<file path="src/rtl/pump_mc.sv">
// Copy engine moving an IN and an OUT buffer between user memory and an exchannel window,
// decoupled by a word FIFO so one read and one write can be in flight together.
module pump_mc #(
  parameter int unsigned            DATA_W     = 32,
  parameter int unsigned            ADDR_W     = 32,
  parameter int unsigned            CH_W       = 4,
  parameter int unsigned            FIFO_DEPTH = 8,
  parameter logic [ADDR_W-1:0]      CH_BASE    = 'hA000_0000,
  parameter logic [ADDR_W-1:0]      CH_STRIDE  = 'h0200_0000,
  parameter logic [ADDR_W-1:0]      OUT_OFF    = 'h0100_0000
) (
  input  logic              clk,
  input  logic              rstn,
  input  logic              start,
  input  logic              mode,
  input  logic [CH_W-1:0]   ch_id,
  input  logic [ADDR_W-1:0] in_addr,
  input  logic [ADDR_W-1:0] in_size,
  input  logic [ADDR_W-1:0] out_addr,
  input  logic [ADDR_W-1:0] out_size,
  input  logic              abort,
  output logic              busy,
  output logic              done,
  output logic              err,
  output logic [ADDR_W-1:0] words_cnt,
  output logic              rd_en,
  output logic [ADDR_W-1:0] rd_addr,
  input  logic              rd_done,
  input  logic [DATA_W-1:0] rd_data,
  output logic              wr_en,
  output logic [ADDR_W-1:0] wr_addr,
  output logic [DATA_W-1:0] wr_data,
  input  logic              wr_done
);

  localparam int unsigned BYTES = DATA_W / 8;
  localparam int unsigned LB    = $clog2(BYTES);
  localparam int unsigned PW    = $clog2(FIFO_DEPTH);
  localparam int unsigned CW    = PW + 1;

  typedef enum logic [2:0] {IDLE, CHECK, PH_IN, PH_OUT, FIN, ABORT, ERR} state_t;

  state_t              state;
  logic                mode_q;
  logic [CH_W-1:0]     ch_q;
  logic [ADDR_W-1:0]   in_addr_q, in_size_q, out_addr_q, out_size_q;
  logic [ADDR_W-1:0]   rd_ptr, wr_ptr, rd_left;
  logic                rd_out, wr_out;
  logic [DATA_W-1:0]   mem [FIFO_DEPTH];
  logic [PW-1:0]       rp, wp;
  logic [CW-1:0]       count;

  logic [ADDR_W-1:0]   win, win_out, mask;
  logic                in_phase, rd_acc, wr_acc, fifo_nz;
  logic                rd_issue, wr_issue, bypass, push, pop, phase_end, drained, misaligned;

  always_comb begin
    win        = CH_BASE + ADDR_W'(ch_q) * CH_STRIDE;
    win_out    = win + OUT_OFF;
    mask       = ADDR_W'(BYTES - 1);
    misaligned = ((in_size_q & mask) != '0) || ((out_size_q & mask) != '0) ||
                 ((in_addr_q & mask) != '0) || ((out_addr_q & mask) != '0);
    in_phase   = (state == PH_IN) || (state == PH_OUT);
    rd_acc     = rd_done && rd_out;
    wr_acc     = wr_done && wr_out;
    fifo_nz    = (count != '0);
    rd_issue   = in_phase && !abort && !rd_out && (rd_left != '0) && (count < CW'(FIFO_DEPTH));
    // An empty FIFO forwards the word arriving this cycle straight to the write port.
    wr_issue   = in_phase && !abort && !wr_out && (fifo_nz || rd_acc);
    bypass     = wr_issue && !fifo_nz;
    push       = in_phase && !abort && rd_acc && !bypass;
    pop        = wr_issue && fifo_nz;
    phase_end  = in_phase && !abort && (rd_left == '0) && !rd_out && !fifo_nz && !wr_out;
    drained    = (!rd_out || rd_acc) && (!wr_out || wr_acc);
  end

  always_ff @(posedge clk) begin
    if (push) mem[wp] <= rd_data;
  end

  always_ff @(posedge clk) begin
    if (!rstn) begin
      state      <= IDLE;
      mode_q     <= 1'b0;
      ch_q       <= '0;
      in_addr_q  <= '0;
      in_size_q  <= '0;
      out_addr_q <= '0;
      out_size_q <= '0;
      rd_ptr     <= '0;
      wr_ptr     <= '0;
      rd_left    <= '0;
      rd_out     <= 1'b0;
      wr_out     <= 1'b0;
      rp         <= '0;
      wp         <= '0;
      count      <= '0;
      busy       <= 1'b0;
      done       <= 1'b0;
      err        <= 1'b0;
      words_cnt  <= '0;
      rd_en      <= 1'b0;
      rd_addr    <= '0;
      wr_en      <= 1'b0;
      wr_addr    <= '0;
      wr_data    <= '0;
    end else begin
      rd_en <= 1'b0;
      wr_en <= 1'b0;
      done  <= 1'b0;
      err   <= 1'b0;
      if (rd_acc) rd_out <= 1'b0;
      if (wr_acc) begin
        wr_out    <= 1'b0;
        words_cnt <= words_cnt + ADDR_W'(1);
      end
      if (rd_issue) begin
        rd_en   <= 1'b1;
        rd_addr <= rd_ptr;
        rd_out  <= 1'b1;
        rd_ptr  <= rd_ptr + ADDR_W'(BYTES);
        rd_left <= rd_left - ADDR_W'(1);
      end
      if (wr_issue) begin
        wr_en   <= 1'b1;
        wr_addr <= wr_ptr;
        wr_data <= fifo_nz ? mem[rp] : rd_data;
        wr_out  <= 1'b1;
        wr_ptr  <= wr_ptr + ADDR_W'(BYTES);
      end
      if (push) wp <= wp + PW'(1);
      if (pop)  rp <= rp + PW'(1);
      count <= count + CW'(push) - CW'(pop);

      case (state)
        IDLE: if (start) begin
          mode_q     <= mode;
          ch_q       <= ch_id;
          in_addr_q  <= in_addr;
          in_size_q  <= in_size;
          out_addr_q <= out_addr;
          out_size_q <= out_size;
          words_cnt  <= '0;
          busy       <= 1'b1;
          state      <= CHECK;
        end
        CHECK: begin
          if (abort) state <= ABORT;
          else if (misaligned) begin
            err   <= 1'b1;
            busy  <= 1'b0;
            state <= ERR;
          end else begin
            rd_ptr  <= mode_q ? win : in_addr_q;
            wr_ptr  <= mode_q ? in_addr_q : win;
            rd_left <= in_size_q >> LB;
            state   <= PH_IN;
          end
        end
        PH_IN: begin
          if (abort) state <= ABORT;
          else if (phase_end) begin
            rd_ptr  <= mode_q ? win_out : out_addr_q;
            wr_ptr  <= mode_q ? out_addr_q : win_out;
            rd_left <= out_size_q >> LB;
            state   <= PH_OUT;
          end
        end
        PH_OUT: begin
          if (abort) state <= ABORT;
          else if (phase_end) begin
            done  <= 1'b1;
            busy  <= 1'b0;
            state <= FIN;
          end
        end
        ABORT: if (drained) begin
          rp      <= '0;
          wp      <= '0;
          count   <= '0;
          rd_left <= '0;
          err     <= 1'b1;
          busy    <= 1'b0;
          state   <= ERR;
        end
        FIN:     state <= IDLE;
        ERR:     state <= IDLE;
        default: state <= IDLE;
      endcase
    end
  end

endmodule

</file>
<file path="config.mk">
export PLATFORM = sky130hd
export DESIGN_NAME = pump_mc
export DESIGN_NICKNAME = d
export VERILOG_FILES = /design/src/rtl/pump_mc.sv
export SDC_FILE = /design/constraint.sdc
export NUM_CORES = 1
export LEC_CHECK = 0
export CAP_MARGIN = 30
export CELL_PAD_IN_SITES_DETAIL_PLACEMENT = 2
export CELL_PAD_IN_SITES_GLOBAL_PLACEMENT = 2
export CORE_ASPECT_RATIO = 0.5
export CORE_MARGIN = 1.5
export CORE_UTILIZATION = 33
export DETAILED_ROUTE_END_ITERATION = 10
export PLACE_DENSITY = 0.87
export SYNTH_ARGS = -nofsm -noshare
export SYNTH_HDL_FRONTEND = slang
export SYNTH_SLANG_ARGS = --single-unit
</file>
<file path="constraint.sdc">
create_clock -name clk -period 5.19 [get_ports clk]
set_input_delay 0.7785 -clock clk [delete_from_list [all_inputs] [get_ports clk]]
set_output_delay 0.7785 -clock clk [all_outputs]
set_load 0.03 [all_outputs]
</file>
; After elaboration in Yosys (flattened, before gate mapping)
; Memory sizes are Yosys's and may differ from the RTL's. A register that Yosys moved wholly into a read port is not among the register bits.
; Index checks and enable logic that the tools add are counted.
[word_totals]
regBits = 377
ramBits = 256
input_bits = 171
out_inout_bits = 133
elab_cells = 159
n_memories = 1
[op_classes]
add_sub_neg = 10
order_cmp = 1
n_eq_ne = 12
mux = 65
bitwise_logic = 2
n_reduce_logical = 44
[mem_list]
columns = name, words, word_bits, read_ports, rd_ports_with_merged_regs, write_ports, line
row1 = mem, 8, 32, 1, 1, 1, 49  ; logic [DATA_W-1:0] mem [FIFO_DEPTH];
[op_table]
columns = cell, n
row1 = 32-bit two-way mux, 24
row2 = 32-bit nonzero test, 5
row3 = 32-bit one-hot mux with 2 select lines, 2
row4 = 32-bit one-hot mux with 3 select lines, 1
row5 = 32-bit by 3-bit adder with 32-bit output (second input constant), 2
row6 = 3-bit two-way mux, 15
row7 = 32-bit by 1-bit adder with 32-bit output (second input constant), 1
row8 = 32-bit by 25-bit adder with 32-bit output (second input constant), 1
row9 = 32-bit by 29-bit adder with 32-bit output (first input constant), 1
row10 = 32-bit zero test, 1
row11 = 32-bit by 1-bit subtractor with 32-bit output (second input constant), 1
row12 = 1-bit two-way mux, 18
row13 = 1-bit logical AND, 17
row14 = 3-bit one-hot mux with 5 select lines, 1
row15 = 2-bit inequality test (second input constant), 6
row16 = 4-bit two-way mux, 2
row17 = 4-bit nonzero test, 2
row18 = 1-bit logical OR, 7
row19 = 7-bit AND reduction, 1
row20 = 3-bit by 1-bit adder with 3-bit output (second input constant), 2
row21 = 3-bit by 2-bit equality test with 1-bit output (second input constant), 2
row22 = 3-bit inequality test (second input constant), 2
row23 = 1-bit zero test, 5
row24 = 4-bit by 1-bit adder with 4-bit output, 1
row25 = other kinds (12), 14

; Longest topological paths before layout
; Gate-level depths: netlist of the first run.
[depth]
ltp_word = 12
mapped_depth = 12
mapped_depth_nobuf = 12

; Worst setup path after synthesis of the first run
; OpenSTA, ideal clock, no wires.
[synth_path]
path_type = input to register
startpoint = in abort
endpoint = mem mem[4][0] (enable)
setup_ns = 0.513
t_arrival_ns = 5.165
required_time_ns = 4.677
path_slack_ns = -0.487
cell_stages = 6
path_buffers = 1
path_cell_list = buf_6 -> or3b_2 -> nor2_1 -> o21a_1 -> inv_1 -> nor4b_1
[synth_via]
elab_chain_len = 9
elab_cells_between_ends = 10
classes_between = mux (2) / reduce/logical (8)
[synth_lines]
columns = item, line
row1 = "start, declared", 21  ; input logic abort,
row2 = 1-bit zero test *, "69, 71"
row3 = 1-bit logical AND *, "69, 71"
row4 = 1-bit logical AND (2 in a row), 69  ; wr_issue = in_phase && !abort && !wr_out && (fifo_nz || rd_acc);
row5 = 1-bit logical AND, 70  ; bypass = wr_issue && !fifo_nz;
row6 = 1-bit zero test, 71  ; push = in_phase && !abort && rd_acc && !bypass;
row7 = 1-bit logical AND *, 71
row8 = 1-bit two-way mux *, 78  ; if (push) mem[wp] <= rd_data;
row9 = 1-bit two-way mux (implied by the code) *, 78
row10 = "end, declared", 49
; Mark *: on every way between the ends. The rest lies on a longest branch, timed or not.

; Worst setup path after layout of the first run
[layout_path]
startpoint = in abort
endpoint = reg rd_left[27]
[layout_via]
elab_chain_len = 9
elab_cells_between_ends = 16
classes_between = mux (7) / reduce/logical (9)
[layout_lines]
columns = item, line
row1 = 1-bit zero test, "67, 73"
row2 = 1-bit logical AND, "67, 73"
row3 = 1-bit logical AND (on tied branches) (3 in a row), "67, 73"
row4 = 32-bit two-way mux or 1-bit logical AND (tied branches), "117, 73"
row5 = 32-bit two-way mux (on tied branches), "162, 149"
row6 = 32-bit two-way mux (on tied branches), "161, 148"
row7 = 32-bit one-hot mux with 3 select lines *, 135  ; case (state)
row8 = "end signal, assigned", 122  ; rd_left <= rd_left - ADDR_W'(1);
row9 = "end signal, assigned", 156  ; rd_left <= in_size_q >> LB;
row10 = "end signal, assigned", 165  ; rd_left <= out_size_q >> LB;
row11 = "end, declared", 47  ; logic [ADDR_W-1:0] rd_ptr, wr_ptr, rd_left;
; Marks and branches as above.
; A chain may end at the register's enable or synchronous reset.

==> results.sh, run 1 <==
export IMPL_run_status="complete, no violations"
export IMPL_cp_cell_sequence="clkdlybuf4s50_1 -> or3b_2 -> nor3_2 -> buf_4 -> nand3b_1 -> nor3_1 -> nand3_1 -> xor2_1 -> o22ai_1"
export IMPL_critical_path_startpoint_type="primary input"
export IMPL_ys_top_cells_by_area="sky130_fd_sc_hd__edfxtp_1, sky130_fd_sc_hd__dfxtp_1, sky130_fd_sc_hd__nand2_1, sky130_fd_sc_hd__mux4_2, sky130_fd_sc_hd__a21oi_1"
export IMPL_post_route_worst_setup_slack_ns=1.432
export IMPL_unrepaired_setup_endpoints_after_global_routing="false"
export IMPL_hold_path_class="reg -> reg"
export IMPL_max_clock_freq_mhz=266.1
export IMPL_vdd_drop_max_v=0.0004404
export IMPL_synth_top_cell_area_share_pct=29.85
export IMPL_worst_endpoint_required_ns=5.76
export IMPL_boundaryPins=304
export IMPL_synth_top_family_by_area="simple AND/OR/NAND/NOR gates"
export IMPL_power_sequential_fraction_pct=44.8
export IMPL_synth_xor_area_share_pct=3.911
export IMPL_crit_type="in -> reg"
export IMPL_final_setup_tns_ns=0
export IMPL_post_synthesis_share_of_cell_area_spent_on_full_adders_half_adders_and_majority_gates_pct=0.6122
export IMPL_critPathArrivalTime_ns=4.33
export IMPL_worst_slew_pin_transition_ns=1.081
export IMPL_grtUsageTotal_pct=22.37
export IMPL_syn_nets=2566
export IMPL_timing_final_hold_violations=0
export IMPL_tritoncts="yes"
export IMPL_ctsHtreeMaxLevel=2
export IMPL_synthMuxAreaShare_pct=7.113
export IMPL_numCtsBuffers=57
export IMPL_p_leak_nw=10.11
export IMPL_report_final_slew_viol_count=0
export IMPL_post_route_drc_count=0
export IMPL_number_of_flops_mapped_to_enable_cells_by_yosys=256
export IMPL_postSynth_topFlopCell="sky130_fd_sc_hd__dfxtp_1"
export IMPL_syn2layout_area_growth_pct=23.81
export IMPL_final_total_pwr_mw=13.00
export IMPL_vias=20290
export IMPL_share_of_synthesized_flip_flops_with_an_asynchronous_set_or_reset_pct=0
export IMPL_die_w_um=398.1
export IMPL_share_comb_of_total_power_pct=21.6
export IMPL_power_switching_share_pct=33.59
export IMPL_post_synth_and_or_nand_nor_area_fraction_pct=14.16
export IMPL_final_min_period_over_clock_period_pct=72.41
export IMPL_p_int_mw=8.636
export IMPL_avgViaCountPerCell=5.465
export IMPL_critical_path_max_fanout=9
export IMPL_post_route_cells_drive_above_1_share_pct=9.910
export IMPL_drt_wirelength_per_cell_um=24.58
export IMPL_synth_yosys_seq_area_share_pct=59.16
export IMPL_power_density_cell_area_nw_per_um2=407.9
export IMPL_max_slew_margin_rel_pct=27.31
export IMPL_cpMaxStageDelayCell="sky130_fd_sc_hd__nor3_2"
export IMPL_total_die_area_um2=79830
export IMPL_maxCapViolations=0
export IMPL_number_of_sinks_handled_by_clock_tree_synthesis=633
export IMPL_synth_most_common_cell="sky130_fd_sc_hd__nand2_1"
export IMPL_buffer_cell_driving_the_clock_tree_root="sky130_fd_sc_hd__clkbuf_16"
export IMPL_pre_cts_ws_ns=0.9168
export IMPL_std_cell_rows=72
export IMPL_drt_pass1_iter_count=5
export IMPL_hold_buffer_count_at_cts=0
export IMPL_ant_nets=0
export IMPL_post_cts_setup_buffers=0
export IMPL_synth_common_cells="sky130_fd_sc_hd__nand2_1, sky130_fd_sc_hd__dfxtp_1, sky130_fd_sc_hd__a21oi_1"
export IMPL_dpl_hpwl_mm=59.85
export IMPL_timing_final_setup_violations=0
export IMPL_syn_avg_cell_area_um2=10.81
export IMPL_remaining_global_route_overflow=0
export IMPL_min_period_ns=3.758
export IMPL_syn_instance_count=2383
export IMPL_worst_setup_hold_path_clk_slew_ns=0.07
export IMPL_floorplan_core_area_um2=77290
export IMPL_clock_latency_ns=0.68
export IMPL_synth_seq_cells=633
export IMPL_initial_utilization_pct=33.32
export IMPL_cts_resized=0
export IMPL_layout_core_utilization_pct=41.25
export IMPL_die_h_um=200.5
export IMPL_post_synth_num_cell_types=67
export IMPL_finClkSkew_ns=0.06403
export IMPL_nets_final=2809
export IMPL_gp_congestion=0.8409
export IMPL_port_buffer_count=303
export IMPL_grt_max_degree=134
export IMPL_yosys_area_top_type="sky130_fd_sc_hd__edfxtp_1"
export IMPL_ys_warnings_count=0
export IMPL_grt_pass1_vias=21940
export IMPL_power_net_switching_mw=4.369
export IMPL_grt_first_pass_wirelength_mm=137.9
export IMPL_max_stage_delay_on_crit_path_ns=0.68
export IMPL_grt_antenna_before_repair=3
export IMPL_detail_route_wirelength_mm=91.26
export IMPL_detail_route_iter0_violations=1251
export IMPL_mappedNetlistArea_um2=25750
export IMPL_cp_end_kind="flip-flop"
export IMPL_clockPowerShare_pct=33.7
export IMPL_clockBufferDepth=3
export IMPL_synth_compound_gate_area_share_pct=12.18
-- worst max-delay path, delay by kind of cell --
| kind | cells | cell delay [ns] |
|---|---|---|
| AND/OR/NAND/NOR | 5 | 2.31 |
| buffers and inverters | 2 | 0.91 |
| XOR/XNOR | 1 | 0.19 |
| AO/OA/AOI/OAI | 1 | 0.13 |
-- metrics by stage --
stage	std cells	hold slack, ns	area [µm²]
after floorplan	2383	0.4323	25770
after global placement	3600	0.4422	29900
after detailed placement	3602	0.4526	29950
after CTS	3709	0.4633	31860
after global routing	3713	0.4767	31890
final	3713	0.4604	31890
-- power by group through the flow --
stage / sequential (mW) / clock, mW / combinational [mW]
final: 5.82 / 4.38 / 2.80
after global placement: 5.90 / 0 / 2.61
after global routing: 5.84 / 4.66 / 3.00
after floorplan: 5.81 / 0 / 2.19
after CTS: 5.82 / 4.48 / 2.82
after detailed placement: 5.92 / 0 / 2.73
-- layout make-up --
| class | count | area, µm² |
|---|---|---|
| antenna | 3 | 7.507 |
| clock buffer | 84 | 1669 |
| clock inverter | 23 | 240.2 |
| fill | 7995 | 45410 |
| inverter | 28 | 112.6 |
| multi-input combinational | 1562 | 9922 |
| sequential | 633 | 15240 |
| tap | 1036 | 1296 |
| timing repair buffer | 344 | 3398 |
-- cell usage in the layout (no fill, tap or decap), drive strengths merged, types with 4 or more instances in the layout --
cell type	count
clkinv	18
a32oi	5
edfxtp	256
nor2	143
ha	11
a21o	9
nor3b	6
nand2	493
and2	6
nand3b	4
xor2	48
a221oi	4
a21oi	266
or3	12
nand4b	6
nand2b	7
a31oi	4
or4	4
and3	13
nand3	40
a22o	13
nand4	23
clkbuf	84
or2	5
and4	6
mux2	32
o21ai	29
nor3	37
nor4	16
o22ai	37
clkdlybuf4s50	303
o21a	5
mux4	64
inv	31
nor4b	4
dfxtp	377
a222oi	33
a22oi	76
buf	41
xnor2	67
-- worst paths after layout --
path              slack, ns  depth (start not counted)        start           to
setup / recovery       1.43                          9        abort  rd_left[27]
hold / removal         0.46                          2  rd_addr[22]  rd_addr[22]
setup reg to reg       1.45                          8     state[1]  rd_left[27]
hold reg to reg        0.46                          2  rd_addr[22]  rd_addr[22]
-- sequential cells by signal, indices dropped and copies added, names as in the netlist, 32 cells and up --
register / count
wr_addr: 32
wr_ptr: 32
out_addr_q: 32
out_size_q: 32
rd_left: 32
in_addr_q: 32
rd_addr: 32
words_cnt: 32
rd_ptr: 32
wr_data: 32
in_size_q: 32
mem: 256
-- cell families (layout without fill, tap and decap cells) --
family          count (synthesis)  count (layout)
simple gates                  835             835
flops                         633             633
compound gates                501             501
buf+inv                       188             479
xor+xnor                      115             115
mux                            99              99
fa+ha+maj                      12              12
other cells                     0               3
-- routing by layer --
layer  GRT usage [%]  up-vias  routed length [µm]
met5               0        -                  13
met4           7.048        2                2953
met3           2.881      166                3560
met2           41.67      512               48700
met1           26.53    10540               36040
li1                -     9073                   -
Power figures use the tool's default switching activity.
==> inputs of run 2 (changes only) <==
clock period = 3.1 ns   (was 5.19 ns; I/O delays follow)
==> run 2 against run 1 <==
Flip-flop and latch count did not move. Sequential share of layout area fell by 1.2 points. Non-clock buffer count rose by 57. Via count rose by 2.2%. Final area rose by 2.5%. Critical path depth fell by 2. Final cell count rose by 1.8%. Combinational power rose by 110%. Worst setup slack got worse by 1.3 ns. Sequential power rose by 67%.
==> results.sh, run 2 (synthesized netlist as in run 1, its figures left out) <==
export IMPL_run_status="complete, no violations"
export IMPL_port_buffer_count=303
export IMPL_critical_path_max_fanout=6
export IMPL_buffer_cell_driving_the_clock_tree_root="sky130_fd_sc_hd__clkbuf_16"
export IMPL_ctsHtreeMaxLevel=2
export IMPL_die_w_um=398.1
export IMPL_timing_final_hold_violations=0
export IMPL_critPathArrivalTime_ns=3.60
export IMPL_report_final_slew_viol_count=0
export IMPL_die_h_um=200.5
export IMPL_worst_endpoint_required_ns=3.70
export IMPL_ff2ff_path_depth=7
export IMPL_largest_reg_flops=256
export IMPL_final_setup_tns_ns=0
export IMPL_final_instance_count_excl_fill=3779
export IMPL_post_cts_setup_buffers=0
export IMPL_detail_route_wirelength_mm=95.39
export IMPL_remaining_global_route_overflow=0
export IMPL_min_period_ns=2.997
export IMPL_placed_cells=3660
export IMPL_drt_wirelength_per_cell_um=25.24
export IMPL_power_density_cell_area_nw_per_um2=708.3
export IMPL_final_min_period_over_clock_period_pct=96.68
export IMPL_max_clock_freq_mhz=333.7
export IMPL_worst_slew_pin_transition_ns=0.8876
export IMPL_floorplan_core_area_um2=77290
export IMPL_vias=20740
export IMPL_final_area_um2=32690
export IMPL_initial_utilization_pct=33.32
export IMPL_drt_pass1_iter_count=6
export IMPL_crit_type="reg -> reg"
export IMPL_number_of_sinks_handled_by_clock_tree_synthesis=633
export IMPL_ant_nets=0
export IMPL_std_cell_rows=72
export IMPL_grtUsageTotal_pct=22.96
export IMPL_finClkSkew_ns=0.03251
export IMPL_grt_antenna_before_repair=7
export IMPL_hold_depth=3
export IMPL_boundaryPins=304
export IMPL_dpl_hpwl_mm=60.59
export IMPL_gp_congestion=0.8256
export IMPL_max_slew_margin_rel_pct=40.83
export IMPL_post_route_cells_drive_above_1_share_pct=11.95
export IMPL_vdd_drop_max_v=0.0008604
export IMPL_grt_first_pass_wirelength_mm=141.1
export IMPL_placement_cell_area_um2=30650
export IMPL_post_route_drc_count=0
export IMPL_unrepaired_setup_endpoints_after_global_routing="false"
export IMPL_mostFrequentLayoutCell="sky130_fd_sc_hd__nand2_1"
export IMPL_timing_final_setup_violations=0
export IMPL_clockBufferDepth=3
export IMPL_hold_path_class="in -> reg"
export IMPL_cp_end_kind="flip-flop"
export IMPL_detail_route_iter0_violations=1333
export IMPL_most_flop_heavy_register="mem"
export IMPL_grt_pass1_vias=22630
export IMPL_worst_setup_hold_path_clk_slew_ns=0.07
export IMPL_avgViaCountPerCell=5.487
export IMPL_maxCapViolations=0
export IMPL_numCtsBuffers=59
export IMPL_nets_final=2868
export IMPL_tritoncts="yes"
export IMPL_total_die_area_um2=79830
export IMPL_p_leak_nw=10.47
export IMPL_critical_path_startpoint_type="flip-flop"
export IMPL_layout_common_cells="sky130_fd_sc_hd__nand2_1, sky130_fd_sc_hd__dfxtp_1, sky130_fd_sc_hd__clkdlybuf4s50_1"
export IMPL_syn2layout_area_growth_pct=26.93
export IMPL_clock_latency_ns=0.68
export IMPL_grt_max_degree=152
-- run 2: report_power, final --
group	internal, mW	switching (mW)
sequential	9.17	0.554
combinational	1.98	3.77
clock	4.18	3.50
total	15.3	7.82
-- run 2: layout make-up --
| class | instances | area [µm²] |
|---|---|---|
| diodes | 7 | 17.52 |
| clock buffers | 86 | 1700 |
| clock inverters | 26 | 310.3 |
| fillers | 7936 | 44610 |
| inverters | 28 | 112.6 |
| multi-input cells | 1562 | 9956 |
| flip-flops and latches | 633 | 15240 |
| well taps | 1036 | 1296 |
| repair buffers | 401 | 4056 |
-- run 2: metal layers --
layer	wire length, µm	part of all wire [%]	GRT usage (%)	up-vias
met5	0	0	0	-
met4	2649	2.8	7.265	0
met3	3788	4.0	3.068	156
met2	51050	54	42.33	544
met1	37900	40	27.49	10810
li1	-	-	-	9222
-- run 2: repair_timing --
item                       in CTS  in global routing
hold buffers                    0                  0
hold endpoints to repair        0                  0
gates resized for setup         0                  2
setup endpoints to repair       0                 24
-- run 2: worst paths after layout --
check / endpoint / slack (ns) / start
setup reg to reg: wr_ptr[30] / 0.10 / state[1]
hold / removal: out_size_q[1] / 0.36 / out_size[1]
setup / recovery: wr_ptr[30] / 0.10 / state[1]
hold reg to reg: rd_addr[28] / 0.46 / rd_addr[28]
-- run 2: worst max-delay path: stages (launching register included) --
cell                       delay [ns]
sky130_fd_sc_hd__dfxtp_1         0.41
sky130_fd_sc_hd__or4b_1          0.57
sky130_fd_sc_hd__a2111o_1        0.47
sky130_fd_sc_hd__or4b_1          0.69
sky130_fd_sc_hd__nor3_2          0.28
sky130_fd_sc_hd__xor2_1          0.25
sky130_fd_sc_hd__nand2_1         0.13
sky130_fd_sc_hd__a21oi_2         0.15
-- run 2: through the flow --
stage | total power, mW | hold WS [ns] | setup WS, ns | utilization (%)
finish | 23.15 | 0.3565 | 0.1030 | 42.29
CTS | 23.48 | 0.3247 | 0.03492 | 42.26
global route | 24.11 | 0.3473 | 0.04055 | 42.29
floorplan | 12.93 | 0.4323 | -0.1779 | -
detailed placement | 15.70 | 0.4505 | -0.1735 | 39.66
global placement | 15.50 | 0.4434 | -0.05549 | 39.66
==> inputs of run 3 (changes only) <==
--- a/config.mk
+++ b/config.mk
@@ -15,2 +15,3 @@
 export PLACE_DENSITY = 0.87
+export SKIP_LAST_GASP = 1
 export SYNTH_ARGS = -nofsm -noshare
==> constraint.sdc (replaced) <==
create_clock -name clk -period 3.1 [get_ports clk]
set_input_delay 0.62 -clock clk [delete_from_list [all_inputs] [get_ports clk]]
set_output_delay 0.62 -clock clk [all_outputs]
set_load 0.03 [all_outputs]
==> run 3 against run 2 <==
Worst hold slack gained 0.10 ns. Register-to-register slack worse by 0.07 ns. Clock skew up 0.025 ns. First-iteration DRC count is 0.23% higher. Critical path depth is 3 higher. Routed wire length down 1.8%. Critical endpoint is now rd_ptr[24]. Highest routed layer is now met5.
==> results.sh, run 3 (synthesized netlist as in run 1, its figures left out) <==
export IMPL_end_of_the_critical_path="rd_ptr[24]"
export IMPL_max_slew_margin_rel_pct=45.17
export IMPL_min_period_ns=3.063
export IMPL_die_w_um=398.1
export IMPL_grt_first_pass_wirelength_mm=142.3
export IMPL_finClkSkew_ns=0.05705
export IMPL_number_of_sinks_handled_by_clock_tree_synthesis=633
export IMPL_std_cell_rows=72
export IMPL_cp_num_buf_inv=4
export IMPL_remaining_global_route_overflow=0
export IMPL_critPathArrivalTime_ns=3.57
export IMPL_buffer_cell_driving_the_clock_tree_root="sky130_fd_sc_hd__clkbuf_16"
export IMPL_critical_path_startpoint_type="flip-flop"
export IMPL_p_leak_nw=10.51
export IMPL_detail_route_iter0_violations=1336
export IMPL_placed_cells=3677
export IMPL_worst_endpoint_required_ns=3.60
export IMPL_hold_path_class="reg -> reg"
export IMPL_n_fill_cell=7932
export IMPL_ant_nets=0
export IMPL_clockBufferDepth=3
export IMPL_power_density_cell_area_nw_per_um2=686.0
export IMPL_syn2layout_area_growth_pct=27.23
export IMPL_post_cts_setup_buffers=0
export IMPL_post_route_cells_drive_above_1_share_pct=12.30
export IMPL_worst_path_most_repeated_cell="sky130_fd_sc_hd__buf_4"
export IMPL_drt_pass1_iter_count=6
export IMPL_drt_wirelength_per_cell_um=24.74
export IMPL_gp_congestion=0.8336
export IMPL_post_route_drc_count=0
export IMPL_timing_rr_start="rd_left[25]"
export IMPL_clock_latency_ns=0.69
export IMPL_numCtsBuffers=57
export IMPL_vdd_drop_max_v=0.0006103
export IMPL_boundaryPins=304
export IMPL_worst_setup_hold_path_clk_slew_ns=0.08
export IMPL_final_min_period_over_clock_period_pct=98.79
export IMPL_max_stage_delay_on_crit_path_ns=0.47
export IMPL_port_buffer_count=303
export IMPL_ctsHtreeMaxLevel=2
export IMPL_crit_start="rd_left[25]"
export IMPL_mostFrequentLayoutCell="sky130_fd_sc_hd__nand2_1"
export IMPL_worst_slew_pin_transition_ns=0.8207
export IMPL_grtUsageTotal_pct=23.00
export IMPL_report_final_slew_viol_count=0
export IMPL_critical_path_max_fanout=9
export IMPL_layout_common_cells="sky130_fd_sc_hd__nand2_1, sky130_fd_sc_hd__dfxtp_1, sky130_fd_sc_hd__clkdlybuf4s50_1"
export IMPL_layout_core_utilization_pct=42.39
export IMPL_most_flop_heavy_register="mem"
export IMPL_dpl_hpwl_mm=61.28
export IMPL_final_instance_count_excl_fill=3787
export IMPL_tritoncts="yes"
export IMPL_avgViaCountPerCell=5.433
export IMPL_initial_utilization_pct=33.32
export IMPL_critical_path_reg2reg_endpoint="rd_ptr[24]"
export IMPL_run_status="complete, no violations"
export IMPL_cpMaxStageDelayCell="sky130_fd_sc_hd__nor4_1"
export IMPL_cp_end_kind="flip-flop"
export IMPL_grt_max_degree=104
export IMPL_cp_cell_sequence="nor4_1 -> nand4b_1 -> buf_4 -> nor4_1 -> buf_4 -> and2_1 -> buf_12 -> buf_4 -> a221oi_1 -> a311oi_1"
export IMPL_unrepaired_setup_endpoints_after_global_routing="true"
export IMPL_max_clock_freq_mhz=326.5
export IMPL_ff2ff_setup_slack_ns=0.04
export IMPL_largest_reg_flops=256
export IMPL_floorplan_core_area_um2=77290
export IMPL_timing_final_hold_violations=0
export IMPL_cp_depth=10
export IMPL_vias=20580
export IMPL_detail_route_wirelength_mm=93.68
export IMPL_maxCapViolations=0
export IMPL_nets_final=2884
export IMPL_ff2ff_path_depth=10
export IMPL_die_h_um=200.5
export IMPL_total_die_area_um2=79830
export IMPL_cp_top_family="simple AND/OR/NAND/NOR gates"
export IMPL_crit_type="reg -> reg"
export IMPL_grt_antenna_before_repair=4
export IMPL_grt_pass1_vias=22840
export IMPL_timing_final_setup_violations=0
run 3: tightest hold or removal path: cells and delay by family, from the launching register on:
family           cells  cell delay (ns)
AND/OR/NAND/NOR      1             0.05
flip-flops           1             0.31
AO/OA/AOI/OAI        1             0.05
run 3: metal layers:
layer | up-vias | track usage, % | routed length, µm
met5 | - | 0 | 17
met4 | 2 | 7.713 | 3064
met3 | 176 | 3.068 | 3765
met2 | 505 | 42.86 | 50130
met1 | 10680 | 27.00 | 36700
li1 | 9215 | - | -
run 3: worst min-delay path by stage:
stage          cells after the start           from            end  slack (ns)
2_1_floorplan                      2      rd_ptr[0]     rd_addr[0]        0.43
3_3_place_gp                       2  in_size_q[20]  in_size_q[20]        0.44
3_5_place_dp                       2     wr_addr[8]     wr_addr[8]        0.45
4_1_cts                            2   in_size_q[9]   in_size_q[9]        0.46
5_1_grt                            2     rd_addr[9]     rd_addr[9]        0.48
6_report                           2    rd_addr[12]    rd_addr[12]        0.46
run 3: through the flow:
step / power (mW) / setup slack (ns) / hold slack [ns] / cell area [µm²] / setup TNS [ns]
6_report: 22.48 / 0.03741 / 0.4569 / 32770 / 0
2_1_floorplan: 12.93 / -0.2789 / 0.4323 / 25820 / -33.65
3_3_place_gp: 15.20 / -0.1857 / 0.4425 / 30800 / -1.116
4_1_cts: 22.94 / 0.03531 / 0.4598 / 32750 / 0
5_1_grt: 24.77 / -0.009265 / 0.4776 / 32770 / -0.009265
3_5_place_dp: 15.36 / -0.2371 / 0.4494 / 30800 / -9.299
run 3: power by group:
| part | total [mW] | switching (mW) | internal, mW |
|---|---|---|---|
| sequential | 9.68 | 0.551 | 9.13 |
| combinational | 5.30 | 3.44 | 1.86 |
| clock | 7.50 | 3.38 | 4.12 |
| total | 22.5 | 7.37 | 15.1 |
run 3: layout make-up:
class                      instances  area, µm²  area share (%)
antenna                            3      7.507         0.02291
clock buffer                      75       1544           4.712
clock inverter                    31      401.6           1.226
inverter                          28      112.6          0.3437
multi-input combinational       1562       9951           30.37
sequential                       633      15240           46.51
tap                             1036       1296           3.956
timing repair buffer             419       4214           12.86
run 3: repair_timing:
item,CTS,global route
gates resized for setup,0,1
endpoints found under the setup margin,0,7
hold buffers,0,0
